--- config.mk ---
export PLATFORM = sky130hd
export DESIGN_NAME = id_branch_resolve
export DESIGN_NICKNAME = d
export VERILOG_FILES = /design/src/rtl/id_branch_resolve.sv
export SDC_FILE = /design/constraint.sdc
export NUM_CORES = 1
export LEC_CHECK = 0
export CORE_ASPECT_RATIO = 0.5
export CORE_MARGIN = 10
export CORE_UTILIZATION = 48
export CTS_CLUSTER_SIZE = 24
export DETAILED_ROUTE_END_ITERATION = 10
export GPL_TIMING_DRIVEN = 0
export PLACE_DENSITY_LB_ADDON = 0.2
export SETUP_SLACK_MARGIN = 0.5
export SLEW_MARGIN = 0
export SYNTH_ARGS = -nofsm -noshare
export SYNTH_HDL_FRONTEND = slang
export SYNTH_SLANG_ARGS = --single-unit
--- constraint.sdc ---
create_clock -name clk -period 3.4 [get_ports clk]
set_input_delay 1.02 -clock clk [delete_from_list [all_inputs] [get_ports clk]]
set_output_delay 1.02 -clock clk [all_outputs]
set_load 0.05 [all_outputs]
--- src/rtl/id_branch_resolve.sv ---
// ID-stage branch/jr resolution: operand forwarding mux, load-use stall FSM,
// outcome check against the BTB prediction, and registered redirect/BTB update.
module id_branch_resolve #(
   parameter int CNT_W          = 16,
   parameter int LOAD_EX_STALL  = 2,
   parameter int LOAD_MEM_STALL = 1
) (
   input  logic              clk,
   input  logic              rst_n,
   input  logic              branch_id,
   input  logic              bne_id,
   input  logic              jr_id,
   input  logic [4:0]        if_id_rs,
   input  logic [4:0]        if_id_rt,
   input  logic [1:0]        fwd_a,
   input  logic [1:0]        fwd_b,
   input  logic [31:0]       rs_data,
   input  logic [31:0]       rt_data,
   input  logic [31:0]       ex_fwd_data,
   input  logic [31:0]       mem_fwd_data,
   input  logic              id_ex_memread,
   input  logic              ex_mem_memread,
   input  logic [4:0]        id_ex_regdst,
   input  logic [4:0]        ex_mem_regdst,
   input  logic [31:0]       pc_plus4_id,
   input  logic [15:0]       imm_id,
   input  logic              pred_taken_id,
   input  logic [31:0]       pred_target_id,
   output logic              stall,
   output logic              redirect_valid,
   output logic [31:0]       redirect_pc,
   output logic              flush_if_id,
   output logic              btb_upd_valid,
   output logic [31:0]       btb_upd_pc,
   output logic              btb_upd_taken,
   output logic [31:0]       btb_upd_target,
   output logic [CNT_W-1:0]  mispredict_count
);

   typedef enum logic [1:0] {IDLE, STALL, RESOLVED} state_e;

   localparam int MAX_STALL = (LOAD_EX_STALL > LOAD_MEM_STALL) ? LOAD_EX_STALL : LOAD_MEM_STALL;
   localparam int SC_W      = (MAX_STALL < 2) ? 1 : $clog2(MAX_STALL + 1);

   state_e            state_q, state_d;
   logic [SC_W-1:0]   cnt_q, cnt_d;
   logic              redirect_valid_q, redirect_valid_d;
   logic [31:0]       redirect_pc_q, redirect_pc_d;
   logic              flush_q, flush_d;
   logic              btb_valid_q, btb_valid_d;
   logic [31:0]       btb_pc_q, btb_pc_d;
   logic              btb_taken_q, btb_taken_d;
   logic [31:0]       btb_target_q, btb_target_d;
   logic [CNT_W-1:0]  count_q, count_d;

   logic [31:0]       op_a, op_b, br_target, target;
   logic              use_rs, use_rt, ex_hit, mem_hit, hazard;
   logic [SC_W-1:0]   stall_n;
   logic              eval, taken, mispredict;

   // NOTE: every signal assigned in an always_comb gets a default first, so no
   // path through the case/if leaves it unassigned and infers a latch.
   always_comb begin
      op_a = rs_data;
      case (fwd_a)
         2'b01:   op_a = ex_fwd_data;
         2'b10:   op_a = mem_fwd_data;
         default: op_a = rs_data;
      endcase
      op_b = rt_data;
      case (fwd_b)
         2'b01:   op_b = ex_fwd_data;
         2'b10:   op_b = mem_fwd_data;
         default: op_b = rt_data;
      endcase
   end

   // Register 0 is never produced by a load, so it never creates a hazard.
   always_comb begin
      use_rs  = branch_id | jr_id;
      use_rt  = branch_id;
      ex_hit  = id_ex_memread && (id_ex_regdst != 5'd0) &&
                ((use_rs && id_ex_regdst == if_id_rs) || (use_rt && id_ex_regdst == if_id_rt));
      mem_hit = ex_mem_memread && (ex_mem_regdst != 5'd0) &&
                ((use_rs && ex_mem_regdst == if_id_rs) || (use_rt && ex_mem_regdst == if_id_rt));
      hazard  = ex_hit | mem_hit;
      stall_n = '0;
      if (ex_hit)       stall_n = SC_W'(LOAD_EX_STALL);
      else if (mem_hit) stall_n = SC_W'(LOAD_MEM_STALL);
   end

   always_comb begin
      br_target = pc_plus4_id + {{14{imm_id[15]}}, imm_id, 2'b00};
      taken     = 1'b0;
      target    = br_target;
      if (jr_id) begin
         taken  = 1'b1;
         target = op_a;
      end else if (branch_id) begin
         taken  = bne_id ? (op_a != op_b) : (op_a == op_b);
      end
      mispredict = (taken != pred_taken_id) | (taken & (target != pred_target_id));
   end

   // FSM: state register
   // NOTE: sequential state uses non-blocking assignments so every flop samples
   // pre-edge values regardless of process ordering.
   always_ff @(posedge clk or negedge rst_n) begin
      if (!rst_n) begin
         state_q <= IDLE;
         cnt_q   <= '0;
      end else begin
         state_q <= state_d;
         cnt_q   <= cnt_d;
      end
   end

   // FSM: next state
   always_comb begin
      state_d = state_q;
      cnt_d   = cnt_q;
      case (state_q)
         IDLE: begin
            if (hazard) begin
               if (stall_n > SC_W'(1)) begin
                  state_d = STALL;
                  cnt_d   = stall_n - SC_W'(1);
               end
            end else if (eval && mispredict) begin
               state_d = RESOLVED;
            end
         end
         STALL: begin
            cnt_d = cnt_q - SC_W'(1);
            if (cnt_q == SC_W'(1)) state_d = IDLE;
         end
         RESOLVED: state_d = IDLE;
         default:  state_d = IDLE;
      endcase
   end

   // FSM: outputs. Stall is gated by reset so it drops the instant reset asserts.
   always_comb begin
      stall = rst_n & (((state_q == IDLE) & hazard) | (state_q == STALL));
      eval  = (state_q == IDLE) & ~hazard & (branch_id | jr_id | pred_taken_id);
   end

   always_comb begin
      redirect_valid_d = eval & mispredict;
      flush_d          = eval & mispredict;
      btb_valid_d      = eval;
      redirect_pc_d    = redirect_pc_q;
      btb_pc_d         = btb_pc_q;
      btb_taken_d      = btb_taken_q;
      btb_target_d     = btb_target_q;
      count_d          = count_q;
      if (eval) begin
         redirect_pc_d = taken ? target : pc_plus4_id;
         btb_pc_d      = pc_plus4_id - 32'd4;
         btb_taken_d   = taken;
         btb_target_d  = target;
      end
      if (eval && mispredict && (count_q != '1)) count_d = count_q + CNT_W'(1);
   end

   always_ff @(posedge clk or negedge rst_n) begin
      if (!rst_n) begin
         redirect_valid_q <= 1'b0;
         redirect_pc_q    <= '0;
         flush_q          <= 1'b0;
         btb_valid_q      <= 1'b0;
         btb_pc_q         <= '0;
         btb_taken_q      <= 1'b0;
         btb_target_q     <= '0;
         count_q          <= '0;
      end else begin
         redirect_valid_q <= redirect_valid_d;
         redirect_pc_q    <= redirect_pc_d;
         flush_q          <= flush_d;
         btb_valid_q      <= btb_valid_d;
         btb_pc_q         <= btb_pc_d;
         btb_taken_q      <= btb_taken_d;
         btb_target_q     <= btb_target_d;
         count_q          <= count_d;
      end
   end

   assign redirect_valid   = redirect_valid_q;
   assign redirect_pc      = redirect_pc_q;
   assign flush_if_id      = flush_q;
   assign btb_upd_valid    = btb_valid_q;
   assign btb_upd_pc       = btb_pc_q;
   assign btb_upd_taken    = btb_taken_q;
   assign btb_upd_target   = btb_target_q;
   assign mispredict_count = count_q;

endmodule

==> metrics.yaml <==
grt_max_degree: 90
fmax_ghz: 0.214
p_int_mw: 5.07
multiInputGateArea_mm2: 0.00901
worst-slew-pin-transition_ns: 0.853
placedCellCount: 1983
synth_top_area_frac: 0.275
setup_violations: 52
finalHoldViolCount: 0
finalSetupTns_ns: -51.05
postCtsHoldBufs: 0
synthFlopType: "dfrtp_1"
violations: "design-rule violations, negative setup slack"
run_status: "finished, violations left"
worstSetupStartpoint: "fwd_a[0]"
path_class: "in -> reg"
fin_util: 0.842
die_area_mm2: 0.0292
viasPerCell: 7.27
track_usage: 0.372
grt_pass1_wl_um: 85200
dr_wl_met3_um: 10600
synth_area_leaders: "dfrtp_1 (27%), nand2_1 (7.1%), o21ai_0 (4.8%), xor2_1 (4.2%), ha_1 (4.2%)"
dp_hpwl_um: 42200
cts_tree: "yes"
crit_end: "redirect_pc[15]"
combPwrFrac: 0.598
skew_ns: 0.0129
antenna_found_initial: 10
cp-end-kind: "flop"
cp_max_fo: 10
netlist_top_cells_count: "nand2_1 (202), dfrtp_1 (118), o21ai_0 (103), nor2_1 (52), xor2_1 (52)"
seqCellArea_mm2: 0.00295
reg2reg_from: "state_q[0]"
switching_power_mw: 5.14
finalCritPeriodShare: 1.38
fin_ws_ns: -1.28
path_cells: "buf_8 -> inv_4 -> ha_4 -> buf_2 -> clkbuf_4 -> nor2b_2 -> a211o_1 -> nand4_1 -> nor4_4 -> nand4_1 -> mux2i_4 -> buf_4 -> buf_6 -> nor2_4 -> buf_6 -> bufbuf_16 -> mux2i_1 -> o21ai_1"
fin_total_pwr_mw: 10.2
layout-drive-gt1-share: 0.299
fin_area_mm2: 0.0184
stdcell_count: 2133
wirelength_um: 67100
cp-start-kind: "input port"
routabilityCongestion: 1.02
wire_per_inst_um: 31.4
timing.rr.end: "mispredict_count[7]"
syn-num-nets: 1603
p_leak_nw: 7.53
worstRegToRegCells: 10
slowest_delay_ns: 0.43
yosysTopAreaCell: "dfrtp_1"
cts_max_path_buffers: 2
sw_frac_of_total: 0.503
syn_area_per_cell_um2: 8.11
synthDistinctLibCells: 80
synthCells: 1326
ys_async_sr_fraction: 1.00
drtPass1Iterations: 11
vias: 15500
power_frac_clock: 0.183
finalCriticalPeriod_ns: 4.68
min_path_type: "in -> async"
critPathArrivalTime_ns: 4.96
drc: 32
port_buffers: 356
grt-ovfl-total: 0
clk_pin_slew_ns: 0.07
rsz0062_at_grt: "true"
ys_seq_area_frac: 0.275
synth_area_mm2: 0.0108
die_w_um: 232
slowest_stage: "o21ai_1"
ant_nets: 0
clk_latency_ns: 0.45
drtIter0Drc: 3181
cts.htree.levels: 4
synth_edf_count: 0
rows: 38
cp.required_ns: 3.68
wl_met2_um: 28000
seqPwrFrac: 0.220
die_height_um: 126
r2r_slack_ns: 0.87
ir_worst_vdd_v: 0.000589
post_dp_cell_area_mm2: 0.0152
ys.warnings.count: 0
layout.nets: 2089
p_per_area_mw_per_mm2: 555
coreArea_mm2: 0.0218
root_buffer: "clkbuf_16"
top_layer: "met5"
cts.sinks: 118
slew_headroom: 0.428
slew_violations: 0
fillers: 1126
cts_inserted_buffers: 17
wl_met1_um: 22600
grt_pass1_vias: 14200
synth.most_common_cell: "nand2_1"
ys_ff_latch: 118
maxCapViolations: 0
pin_count: 357
start_util: 0.493
area_growth_pct: 70.9
==> layout make-up <==
cell class	instances	area share
Tap cell	300	0.0204
Timing Repair Buffer	467	0.246
Sequential cell	118	0.161
Clock buffer	18	0.0239
Antenna cell	8	0.00109
Buffer	85	0.0438
Multi-Input combinational cell	1095	0.490
Inverter	28	0.00619
Clock inverter	14	0.00769
==> worst max-delay path: cells and delay by family <==
kind	cells	cell delay (ns)
AOI/OAI and AO/OA	2	0.55
muxes	2	0.44
adders and majority gates	1	0.28
buffers and inverters	8	1.21
and+or+nand+nor	5	1.43
==> sequential cells by signal (all words and copies together) (netlist names) <==
| signal | cells |
|---|---|
| btb_upd_pc | 32 |
| btb_upd_taken | 1 |
| btb_upd_target | 31 |
| btb_upd_valid | 1 |
| cnt_q | 2 |
| flush_if_id | 1 |
| mispredict_count | 16 |
| redirect_pc | 32 |
| state_q | 2 |
==> power by group through the flow <==
stage | Combinational [mW] | Sequential [mW] | Clock [mW]
after global placement | 4.96 | 2.15 | 0
after global routing | 6.22 | 2.25 | 1.88
after CTS | 5.43 | 2.16 | 1.78
final | 6.10 | 2.24 | 1.86
after floorplan | 1.58 | 3.63 | 0
after detailed placement | 5.04 | 2.17 | 0
==> placed cells by master, fill, tap and decap left out, types with 14 or more instances in the layout <==
cell type	netlist	final
a211o_1	23	23
a211oi_1	17	14
a21oi_1	46	29
a221o_1	29	29
a221oi_2	0	25
and3_1	21	17
buf_2	23	35
buf_4	2	84
buf_6	1	62
clkbuf_16	0	22
clkbuf_2	0	17
clkbuf_4	0	20
clkdlybuf4s50_1	0	280
dfrtp_1	118	118
ha_4	0	30
inv_1	27	20
mux2i_1	32	19
nand2_1	202	186
nand2b_1	34	33
nand3_1	24	17
nand4_1	19	19
nor2_1	52	40
nor2b_1	39	32
nor3_1	26	17
o211ai_1	42	42
o21ai_0	103	37
o21ai_1	3	51
xnor2_1	51	47
xor2_1	52	47
==> cell families after synthesis <==
kind of cell	synth area share
adder cells (fa/ha/maj)	0.0437
flip-flops	0.275
multiplexers	0.0384
AO/OA/AOI/OAI	0.275
AND/OR/NAND/NOR	0.237
buffers and inverters	0.0435
XOR/XNOR	0.0881
==> layer usage <==
layer,GRT usage,up-vias
met1,0.463,7214
li1,-,5939
met5,0,-
met4,0.168,6
met2,0.587,1737
met3,0.111,612
==> stage by stage <==
step                      setup slack [ns]  hold slack, ns
final                                -1.28           0.458
after CTS                           -0.937           0.477
after global routing                 -1.15           0.481
after detailed placement             -2.65           0.463
after floorplan                     -0.787           0.459
after global placement               -4.29           0.455
==> worst min-delay path by stage <==
stage | end | from | slack, ns
floorplan | cnt_q[0] | cnt_q[0] | 0.46
global placement | btb_upd_target[25] | btb_upd_target[25] | 0.45
detailed placement | btb_upd_target[25] | btb_upd_target[25] | 0.46
CTS | redirect_pc[6] | rst_n | 0.48
global route | redirect_pc[6] | rst_n | 0.48
finish | btb_upd_target[9] | rst_n | 0.46
==> timing repair <==
action	4_1_cts	5_1_grt
cloned	7	1
resized for setup	540	234
setup endpoints to repair	118	115
pin swaps	100	86
setup buffers	77	25
Power figures use the tool's default switching activity.
